[src/rtl/compliment2_pkg.sv]
// Shared types for the serial two's-complement unit: operating modes,
// controller states and the chunk-counter width helper.
package compliment2_pkg;

   typedef enum logic [1:0] {
      MODE_PASS = 2'b00,
      MODE_NEG  = 2'b01,
      MODE_ABS  = 2'b10,
      MODE_RSVD = 2'b11
   } mode_e;

   typedef enum logic [1:0] {
      ST_IDLE = 2'b00,
      ST_BUSY = 2'b01,
      ST_DONE = 2'b10
   } state_e;

   // Counter width for n chunks; a single-chunk operand still needs one bit.
   function automatic int cnt_width(input int n);
      return (n > 1) ? $clog2(n) : 1;
   endfunction

endpackage

[src/rtl/compliment2_digit.sv]
// One D-bit slice of the serial negator: optionally inverts the chunk and
// adds the incoming carry. Purely combinational.
module compliment2_digit #(
   parameter int D = 2
) (
   input  logic [D-1:0] x,
   input  logic         neg,
   input  logic         cin,
   output logic [D-1:0] s,
   output logic         cout
);

   logic [D:0] sum;

   // conditional inversion plus carry-in, carry-out kept in the top bit
   always_comb begin
      sum = {1'b0, (neg ? ~x : x)} + {{D{1'b0}}, cin};
   end

   assign s    = sum[D-1:0];
   assign cout = sum[D];

endmodule

[src/rtl/compliment2_serial.sv]
// Multi-cycle two's-complement unit (pass / negate / abs), D bits per clock.
// Optional build macro COMPLIMENT2_SAT_EN: the most-negative operand under
// negate/abs saturates to the largest positive value instead of wrapping.
//
// state   | meaning
// --------+-------------------------------------------------------------
// ST_IDLE | ready for an operand; accepts on in_valid
// ST_BUSY | one chunk per clock, LSB chunk first, carry held in carry_q
// ST_DONE | result presented on out_data/out_ovf until out_ready
import compliment2_pkg::*;

module compliment2_serial #(
   parameter int W = 10,
   parameter int D = 2
) (
   input  logic         clk,
   input  logic         rst,
   input  logic         in_valid,
   output logic         in_ready,
   input  logic [W-1:0] in_data,
   input  logic [1:0]   in_mode,
   output logic         out_valid,
   input  logic         out_ready,
   output logic [W-1:0] out_data,
   output logic         out_ovf
);

   localparam int N  = W / D;
   localparam int CW = cnt_width(N);
   localparam logic [CW-1:0] LAST     = CW'(N - 1);
   localparam logic [W-1:0]  MOST_NEG = {1'b1, {(W-1){1'b0}}};
`ifdef COMPLIMENT2_SAT_EN
   localparam logic [W-1:0]  MOST_POS = {1'b0, {(W-1){1'b1}}};
`endif

   state_e        state_q, state_d;
   logic [CW-1:0] cnt_q, cnt_d;
   logic [W-1:0]  shift_q, shift_d;
   logic          neg_q, neg_d;
   logic          ovf_q, ovf_d;
   logic          carry_q, carry_d;
   logic [W-1:0]  out_data_q, out_data_d;
   logic          out_ovf_q, out_ovf_d;

   logic          neg_in;
   logic [D-1:0]  dig_s;
   logic          dig_cout;

   // effective invert for the operand currently presented
   always_comb begin
      neg_in = 1'b0;
      case (mode_e'(in_mode))
         MODE_NEG: neg_in = 1'b1;
         MODE_ABS: neg_in = in_data[W-1];
         default:  neg_in = 1'b0;
      endcase
   end

   compliment2_digit #(.D(D)) u_digit (
      .x    (shift_q[D-1:0]),
      .neg  (neg_q),
      .cin  (carry_q),
      .s    (dig_s),
      .cout (dig_cout)
   );

   // next-state, datapath shifting and result capture
   always_comb begin
      state_d    = state_q;
      cnt_d      = cnt_q;
      shift_d    = shift_q;
      neg_d      = neg_q;
      ovf_d      = ovf_q;
      carry_d    = carry_q;
      out_data_d = out_data_q;
      out_ovf_d  = out_ovf_q;
      unique case (state_q)
         ST_IDLE: begin
            if (in_valid) begin
               shift_d = in_data;
               neg_d   = neg_in;
               ovf_d   = neg_in & (in_data == MOST_NEG);
               carry_d = neg_in;
               cnt_d   = '0;
               state_d = ST_BUSY;
            end
         end
         ST_BUSY: begin
            // operand bits leave at the bottom, result chunks enter at the top
            shift_d = W'({dig_s, shift_q} >> D);
            carry_d = dig_cout;
            cnt_d   = cnt_q + CW'(1);
            if (cnt_q == LAST) begin
               state_d    = ST_DONE;
               out_data_d = shift_d;
               out_ovf_d  = ovf_q;
`ifdef COMPLIMENT2_SAT_EN
               if (ovf_q) begin
                  out_data_d = MOST_POS;
               end
`endif
            end
         end
         ST_DONE: begin
            if (out_ready) begin
               state_d = ST_IDLE;
            end
         end
         default: state_d = ST_IDLE;
      endcase
   end

   // state and datapath registers
   always_ff @(posedge clk or posedge rst) begin
      if (rst) begin
         state_q    <= ST_IDLE;
         cnt_q      <= '0;
         shift_q    <= '0;
         neg_q      <= 1'b0;
         ovf_q      <= 1'b0;
         carry_q    <= 1'b0;
         out_data_q <= '0;
         out_ovf_q  <= 1'b0;
      end else begin
         state_q    <= state_d;
         cnt_q      <= cnt_d;
         shift_q    <= shift_d;
         neg_q      <= neg_d;
         ovf_q      <= ovf_d;
         carry_q    <= carry_d;
         out_data_q <= out_data_d;
         out_ovf_q  <= out_ovf_d;
      end
   end

   assign in_ready  = (state_q == ST_IDLE);
   assign out_valid = (state_q == ST_DONE);
   assign out_data  = out_data_q;
   assign out_ovf   = out_ovf_q;

endmodule

[config.mk]
export PLATFORM = sky130hd
export DESIGN_NAME = compliment2_serial
export DESIGN_NICKNAME = d
export VERILOG_FILES = /design/src/rtl/compliment2_pkg.sv /design/src/rtl/compliment2_digit.sv /design/src/rtl/compliment2_serial.sv
export SDC_FILE = /design/constraint.sdc
export NUM_CORES = 1
export LEC_CHECK = 0
export BUFFER_PORTS_ARGS = -buffer_cell sky130_fd_sc_hd__buf_2
export CAP_MARGIN = 20
export CORE_UTILIZATION = 45
export CTS_CLUSTER_SIZE = 12
export DETAILED_ROUTE_END_ITERATION = 8
export PLACE_DENSITY_LB_ADDON = 0.15
export SYNTH_ARGS = -nofsm -noshare
export SYNTH_HDL_FRONTEND = slang
export SYNTH_SLANG_ARGS = --single-unit
[constraint.sdc]
create_clock -name clk -period 1.3 [get_ports clk]
set_input_delay 0.13 -clock clk [delete_from_list [all_inputs] [get_ports clk]]
set_output_delay 0.13 -clock clk [all_outputs]
set_load 0.1 [all_outputs]
==> impl_metrics.py, run 1 <==
metrics = {
    "sta": {
        "period_minus_slack_ns": 1.41,
        "slew_violations": 0,
        "rsz0062_at_grt": "true",
        "setup_viol": 16,
        "worst_pin_slew_ns": 0.486,
        "fin_skew_ns": 0.0114,
        "period_share": 1.09,
        "slew_headroom": 0.678,
        "setup_ws_ns": -0.111,
        "timing.fmax_ghz": 0.709,
        "hold_viol": 0,
    },
    "synthesis": {
        "syn-instance-count": 127,
        "yosys_register_bits": 29,
        "yosys.cell_types.count": 30,
        "yosysTopAreaCell": "dfrtp_1",
        "netlist_top_cells_area": "dfrtp_1 52%, mux2_4 9.6%, nand2_1 6.4%",
        "ys_warn_count": 0,
        "async_flop_share": 1.00,
        "postSynthAreaPerCell_um2": 11.1,
        "synth_top_area_share": 0.515,
        "synth_fp_nets": 149,
        "ys_seq_area_frac": 0.515,
        "synth-main-ff-cell": "dfrtp_1",
        "synth_enable_flop_cells": 0,
        "syn_area_um2": 1410,
    },
    "routing": {
        "wl_mm": 3.05,
        "drt_iter0_markers": 44,
        "first_pass_iters": 8,
        "routed-via-count": 1112,
        "routedWlPerCell_um": 14.7,
        "drc": 1,
        "ant_nets": 0,
        "via_per_inst": 5.37,
    },
    "clock_tree": {
        "cts_tree": "yes",
        "cts_root_buf": "clkbuf_4",
        "clockBufferDepth": 2,
        "clk_pin_slew_ns": 0.10,
        "ctsHtreeMaxLevel": 2,
        "cts_sinks": 29,
        "insertion_delay_ns": 0.34,
        "cts_buffers": 5,
    },
    "finish": {
        "num-nets-final": 197,
        "final_common_cell": "dfrtp_1",
        "final_cells": 207,
        "antenna_cells": 0,
        "drive_gt1_frac": 0.500,
        "syn_to_final_growth_pct": 37.3,
        "final_cell_mix": "29 x dfrtp_1, 22 x buf_2, 14 x nand2_1",
    },
    "die": {
        "die_h_um": 58.0,
        "initial_core_util": 0.494,
        "die_area_um2": 3360,
        "row_count": 19,
        "core_um2": 2850,
        "die_w_um": 58.0,
        "pin_count": 29,
    },
    "worst_hold_path": {
        "hold_path_class": "in2reg",
    },
    "grt": {
        "overflow": 0,
        "grt_start_max_net_pins": 30,
        "antenna_found_initial": 0,
        "grt_pass1_wl_mm": 5.05,
        "grtUsageTotal": 0.206,
        "grt_pass1_vias": 1147,
    },
    "placement": {
        "dp.final_hpwl_mm": 2.07,
        "placedCellCount": 191,
        "io_buffers": 28,
        "dp_slack_ns": -0.0752,
        "place_congestion": 0.734,
    },
    "setup_path": {
        "worstSetupEndpointType": "register",
        "path_class": "reg2reg",
        "worstPathArrival_ns": 1.63,
        "critPathMaxFanout": 3,
        "worst_setup_path_start_kind": "register",
        "crit_required_ns": 1.52,
        "r2r_slack_ns": -0.11,
    },
    "status": {
        "status": "finished with violations",
        "violations": "design-rule violations, negative setup slack",
    },
    "job": {
        "cap_violations": 0,
    },
}
## critical path, cell delays in order (launching register included)
cell,delay [ns]
dfrtp_1,0.42
xor2_1,0.18
ha_2,0.23
ha_4,0.21
mux2_4,0.26
## Yosys cell counts (all sizes together) (2+ instances only)
library cell and number:
a31oi 10, buf 4, clkbuf 2, dfrtp 29, ha 6, inv 6, mux2 11, nand2 24
nand3 2, nor2 13, nor3 2, o21ai 2, xor2 3
## final timing paths
| kind | from | to | cells past startpoint |
|---|---|---|---|
| setup / recovery | neg_q$_DFFE_PP0P_ | out_data[9]$_DFFE_PP0P_ | 4 |
| min in group asynchronous | rst | out_data[6]$_DFFE_PP0P_ | 4 |
| setup reg to reg | neg_q$_DFFE_PP0P_ | out_data[9]$_DFFE_PP0P_ | 4 |
| hold / removal | in_data[6] | shift_q[6]$_DFFE_PP0P_ | 3 |
| max in group asynchronous | rst | state_q[0]$_DFFE_PP0P_ | 4 |
| hold reg to reg | out_data[0]$_DFFE_PP0P_ | out_data[0]$_DFFE_PP0P_ | 1 |
## repair_timing
item / CTS / global route
buffers inserted: 2 / 4
hold buffers: 2 / 0
pin swaps: 0 / 20
endpoints found under the hold margin: 30 / 0
resized for setup: 8 / 27
setup endpoints to repair: 27 / 32
## per-layer routing
layer,part of all wire,global-route usage
met5,0,0
met4,0.029,0.109
met3,0.039,0.0670
met1,0.44,0.241
met2,0.49,0.337
## cell families (layout without fill, tap and decap cells)
| group | count (synthesis) | after routing | synth area share |
|---|---|---|---|
| AND/OR/NAND/NOR | 49 | 49 | 0.172 |
| flip-flops | 29 | 29 | 0.515 |
| AO/OA/AOI/OAI | 17 | 17 | 0.0799 |
| buffers and inverters | 12 | 61 | 0.0488 |
| multiplexers | 11 | 11 | 0.112 |
| adder cells (fa/ha/maj) | 6 | 6 | 0.0533 |
| XOR/XNOR | 3 | 3 | 0.0187 |
## flip-flops by register name (all words and copies together) (netlist names)
register,flops
ovf_q,1
carry_q,1
neg_q,1
shift_q,10
state_q,2
out_data,10
cnt_q,3
out_ovf,1
## metrics by stage
stage	utilization	TNS [ns]	hold slack, ns	cell area, µm²
2_1_floorplan	-	-0.890	0.208	1430
3_3_place_gp	0.595	-0.118	0.212	1700
3_5_place_dp	0.595	-0.883	0.218	1700
4_1_cts	0.639	-1.98	0.0296	1820
5_1_grt	0.678	-2.54	0.0388	1930
6_report	0.678	-1.18	0.0426	1930
## area by class of cell
type	count	area, µm²
fill	217	918
sequential	29	726
multi-input combinational	86	707
timing repair buffer	47	383
tap	31	38.8
clock buffer	5	37.5
inverter	6	25.0
clock inverter	3	17.5
Power of run 1 is left out: the tool's default activity adds up to more than one toggle a clock period on the data nets, which glitch-free logic cannot reach.
==> inputs of run 2 (changes only) <==
--- a/config.mk
+++ b/config.mk
@@ -8,9 +8,12 @@
 export BUFFER_PORTS_ARGS = -buffer_cell sky130_fd_sc_hd__buf_2
 export CAP_MARGIN = 20
 export CORE_UTILIZATION = 45
+export CTS_CLUSTER_DIAMETER = 60
 export CTS_CLUSTER_SIZE = 12
 export DETAILED_ROUTE_END_ITERATION = 8
+export GPL_ROUTABILITY_DRIVEN = 0
 export PLACE_DENSITY_LB_ADDON = 0.15
+export SETUP_SLACK_MARGIN = 0.15
 export SYNTH_ARGS = -nofsm -noshare
 export SYNTH_HDL_FRONTEND = slang
 export SYNTH_SLANG_ARGS = --single-unit
==> impl_metrics.py, run 2 (same netlist as run 1, synthesis figures left out) <==
metrics = {
    "status": {
        "status": "finished with violations",
        "violations": "design-rule violations, negative setup slack",
    },
    "setup_path": {
        "crit_required_ns": 1.17,
        "path_class": "reg2out",
        "worst_setup_path_start_kind": "register",
        "critPathMaxFanout": 4,
        "worstSetupEndpointType": "output port",
        "worstPathArrival_ns": 1.27,
    },
    "finish": {
        "drive_gt1_frac": 0.575,
        "syn_to_final_growth_pct": 55.0,
        "antenna_cells": 0,
        "final_cell_mix": "28 x dfrtp_1, 18 x buf_6, 17 x nand2_1",
        "num-nets-final": 200,
        "final_common_cell": "dfrtp_1",
    },
    "clock_tree": {
        "insertion_delay_ns": 0.33,
        "clockBufferDepth": 2,
        "cts_sinks": 29,
        "cts_root_buf": "clkbuf_4",
        "ctsHtreeMaxLevel": 2,
        "cts_tree": "yes",
        "cts_buffers": 5,
        "clk_pin_slew_ns": 0.10,
    },
    "sta": {
        "rsz0062_at_grt": "true",
        "tns_ns": -1.51,
        "setup_viol": 28,
        "fin_skew_ns": 0.00809,
        "hold_viol": 0,
        "setup_ws_ns": -0.102,
        "slew_violations": 0,
        "period_share": 1.08,
        "slew_headroom": 0.738,
        "period_minus_slack_ns": 1.40,
        "timing.fmax_ghz": 0.713,
        "worst_pin_slew_ns": 0.389,
    },
    "routing": {
        "drt_iter0_markers": 46,
        "wl_mm": 3.64,
        "first_pass_iters": 6,
        "via_per_inst": 5.51,
        "ant_nets": 0,
        "routedWlPerCell_um": 17.3,
        "routed-via-count": 1157,
        "drc": 2,
    },
    "die": {
        "die_w_um": 58.0,
        "pin_count": 29,
        "die_h_um": 58.0,
        "die_area_um2": 3360,
        "core_um2": 2850,
        "row_count": 19,
        "initial_core_util": 0.494,
    },
    "grt": {
        "grtUsageTotal": 0.228,
        "antenna_found_initial": 0,
        "grt_pass1_wl_mm": 5.60,
        "grt_start_max_net_pins": 30,
        "overflow": 0,
        "grt_pass1_vias": 1114,
    },
    "placement": {
        "dp.final_hpwl_mm": 2.05,
        "io_buffers": 28,
    },
    "job": {
        "cap_violations": 0,
    },
    "worst_hold_path": {
        "hold_path_class": "in2reg",
    },
}
-- run 2: changes by cell type in the layout (fill, tap and decap cells not counted), sizes merged --
| cell | before | now |
|---|---|---|
| clkinvlp | 1 | 2 |
| clkbuf | 9 | 5 |
| buf | 41 | 48 |
| inv | 6 | 5 |
-- run 2: final timing paths --
path	start	to	slack, ns	cells after the start
max	state_q[0]$_DFFE_PP0P_	out_valid	-0.10	4
min reg2reg	out_data[9]$_DFFE_PP0P_	out_data[9]$_DFFE_PP0P_	0.55	1
min in group asynchronous	rst	cnt_q[2]$_DFFE_PP0P_	0.40	4
max in group asynchronous	rst	out_ovf$_DFFE_PP0P_	0.60	4
min	in_data[1]	shift_q[1]$_DFFE_PP0P_	0.05	3
max reg2reg	neg_q$_DFFE_PP0P_	out_data[9]$_DFFE_PP0P_	-0.09	4
-- run 2: layout make-up --
type / count / area [µm²]
multi-input combinational: 86 / 816
sequential: 29 / 727
inverter: 6 / 26.3
fill: 175 / 669
tap: 31 / 38.8
clock inverter: 3 / 17.5
timing repair buffer: 50 / 520
clock buffer: 5 / 37.5
-- run 2: metrics by stage --
stage	cell area (µm²)	hold WS (ns)	setup slack, ns	utilization	instances
after floorplan	1440	0.208	-0.0733	-	127
after global placement	1710	0.216	-0.0394	0.600	192
after detailed placement	1710	0.223	-0.0467	0.600	192
after CTS	2020	0.0184	-0.0913	0.707	208
after global routing	2180	0.0448	-0.178	0.765	210
final	2180	0.0470	-0.102	0.765	210
-- run 2: worst max-delay path, stage by stage (launching register included) --
cell	delay [ns]
dfrtp_1	0.41
buf_6	0.14
nand2b_4	0.15
clkinvlp_4	0.08
buf_12	0.16
-- run 2: timing repair --
action,CTS,global route
gates cloned,4,0
setup endpoints to repair,41,42
gates resized for setup,37,34
pin swaps,9,3
buffers inserted,3,1
hold endpoints to repair,29,1
hold buffers,1,1
-- run 2: metal layers --
| metal | vias up | share of wire | wire length [µm] | GRT usage |
|---|---|---|---|---|
| li1 | 539 | - | - | - |
| met1 | 562 | 0.44 | 1600 | 0.305 |
| met2 | 42 | 0.48 | 1750 | 0.356 |
| met3 | 14 | 0.050 | 182 | 0.0536 |
| met4 | 0 | 0.029 | 104 | 0.102 |
| met5 | - | 0 | 0 | 0 |
Power of run 2 is left out for the same reason.
==> inputs of run 3 (changes only) <==
--- a/config.mk
+++ b/config.mk
@@ -5,7 +5,7 @@
 export SDC_FILE = /design/constraint.sdc
 export NUM_CORES = 1
 export LEC_CHECK = 0
-export BUFFER_PORTS_ARGS = -buffer_cell sky130_fd_sc_hd__buf_2
+export BUFFER_PORTS_ARGS = -buffer_cell sky130_fd_sc_hd__clkbuf_2
 export CAP_MARGIN = 20
 export CORE_UTILIZATION = 45
 export CTS_CLUSTER_DIAMETER = 60
==> impl_metrics.py, run 3 (same netlist as run 1, synthesis figures left out) <==
metrics = {
    "finish": {
        "fill_cells": 219,
        "final_common_cell": "dfrtp_1",
        "final_cell_mix": "27 x dfrtp_1, 19 x buf_6, 15 x nand2_2, 15 x clkbuf_2, 11 x mux2_4",
        "utilization": 0.739,
        "antenna_cells": 0,
        "seq_area_um2": 728,
        "syn_to_final_growth_pct": 49.6,
        "num-nets-final": 195,
        "multiInputGateArea_um2": 788,
        "drive_gt1_frac": 0.586,
    },
    "clock_tree": {
        "clockBufferDepth": 2,
        "insertion_delay_ns": 0.33,
        "cts_buffers": 5,
        "cts_sinks": 29,
        "cts_tree": "yes",
        "ctsHtreeMaxLevel": 2,
        "cts_root_buf": "clkbuf_4",
        "clk_pin_slew_ns": 0.10,
    },
    "routing": {
        "drt_iter0_markers": 35,
        "first_pass_iters": 6,
        "routedWlPerCell_um": 16.0,
        "via_per_inst": 5.34,
        "drc": 2,
        "routed-via-count": 1095,
        "ant_nets": 0,
        "wl_mm": 3.27,
    },
    "die": {
        "initial_core_util": 0.494,
        "die_area_um2": 3360,
        "row_count": 19,
        "die_w_um": 58.0,
        "pin_count": 29,
        "core_um2": 2850,
        "die_h_um": 58.0,
    },
    "grt": {
        "antenna_found_initial": 0,
        "grt_pass1_vias": 1096,
        "grt_start_max_net_pins": 30,
        "overflow": 0,
        "grtUsageTotal": 0.209,
        "grt_pass1_wl_mm": 5.07,
    },
    "setup_path": {
        "worstPathCellList": "buf_6 > nor3b_4 > buf_6 > nand2_2 > a31oi_2",
        "critPathMaxFanout": 6,
        "path_buf_inv": 2,
        "path_class": "reg2reg",
        "crit_required_ns": 1.56,
        "worstPathArrival_ns": 1.66,
        "cp_top_family": "flip-flops",
        "crit_top_cell": "buf_6",
        "worst_setup_path_start_kind": "register",
        "cp_slowest_stage_delay_ns": 0.44,
        "worstSetupEndpointType": "register",
        "slowest_stage": "dfrtp_1",
    },
    "sta": {
        "rsz0062_at_grt": "true",
        "period_share": 1.08,
        "setup_ws_ns": -0.106,
        "fin_skew_ns": 0.00740,
        "worst_pin_slew_ns": 0.381,
        "setup_viol": 27,
        "timing.fmax_ghz": 0.711,
        "slew_violations": 0,
        "hold_viol": 0,
        "slew_headroom": 0.744,
        "period_minus_slack_ns": 1.41,
    },
    "worst_hold_path": {
        "hold_path_class": "in2reg",
    },
    "status": {
        "violations": "design-rule violations, negative setup slack",
        "status": "finished with violations",
    },
    "job": {
        "cap_violations": 0,
    },
    "placement": {
        "dp.final_hpwl_mm": 2.10,
        "io_buffers": 28,
    },
}
-- run 3: cell types whose count changed in the layout (fill, tap and decap cells not counted), moves of 2 or more --
cell       change
clkbuf_2      +15
nor2_1         +5
bufinv_16      +2
a31oi_1        +2
nor2_4         -3
buf_2         -15
nand2_4        -2
nand2_1        -9
buf_16         -3
buf_4          -2
nand2_2       +11
a31oi_4        -2
nor2_2         -2
-- run 3: final cells by class --
cell class / instances / share of cell area
Sequential cell: 29 / 0.345
Multi-Input combinational cell: 86 / 0.374
Clock inverter: 3 / 0.0309
Tap cell: 31 / 0.0184
Clock buffer: 5 / 0.0178
Inverter: 6 / 0.0125
Timing Repair Buffer: 45 / 0.201
-- run 3: final timing paths --
path	slack (ns)	cells after the start	to	start
worst max-delay path	-0.11	5	shift_q[4]$_DFFE_PP0P_	state_q[1]$_DFFE_PP0P_
worst min-delay path	0.02	2	state_q[1]$_DFFE_PP0P_	out_ready
worst max register to register	-0.11	5	shift_q[4]$_DFFE_PP0P_	state_q[1]$_DFFE_PP0P_
worst min register to register	0.52	1	out_data[0]$_DFFE_PP0P_	out_data[0]$_DFFE_PP0P_
max in group asynchronous	0.61	4	out_ovf$_DFFE_PP0P_	rst
min in group asynchronous	0.39	4	cnt_q[2]$_DFFE_PP0P_	rst
-- run 3: worst register-to-register path: cells and delay by family (launching register included) --
kind	cells	cell delay [ns]
flops	1	0.44
simple gates	2	0.37
buf+inv	2	0.34
compound gates	1	0.18
-- run 3: repair_timing --
action	in CTS	in global routing
gates cloned	0	1
buffers inserted	1	2
gates resized for setup	12	46
endpoints found under the hold margin	29	0
setup endpoints to repair	29	41
pin swaps	2	26
hold buffers	1	0
-- run 3: stage by stage --
| step | instances | TNS [ns] | area (µm²) | hold WS (ns) | setup slack, ns |
|---|---|---|---|---|---|
| after global routing | 205 | -3.26 | 2110 | 0.00755 | -0.184 |
| final | 205 | -1.91 | 2110 | 0.0192 | -0.106 |
| after global placement | 192 | -0.360 | 1740 | 0.196 | -0.0581 |
| after floorplan | 127 | -1.01 | 1440 | 0.208 | -0.0733 |
| after CTS | 202 | -1.63 | 1920 | 0.0202 | -0.122 |
| after detailed placement | 192 | -1.02 | 1740 | 0.202 | -0.0879 |
-- run 3: metal layers --
layer / vias up / part of all wire / global-route usage
li1: 526 / - / -
met4: 0 / 0.0058 / 0.102
met3: 2 / 0.047 / 0.0558
met2: 27 / 0.48 / 0.307
met5: - / 0 / 0
met1: 540 / 0.47 / 0.288
Power of run 3 is left out for the same reason.
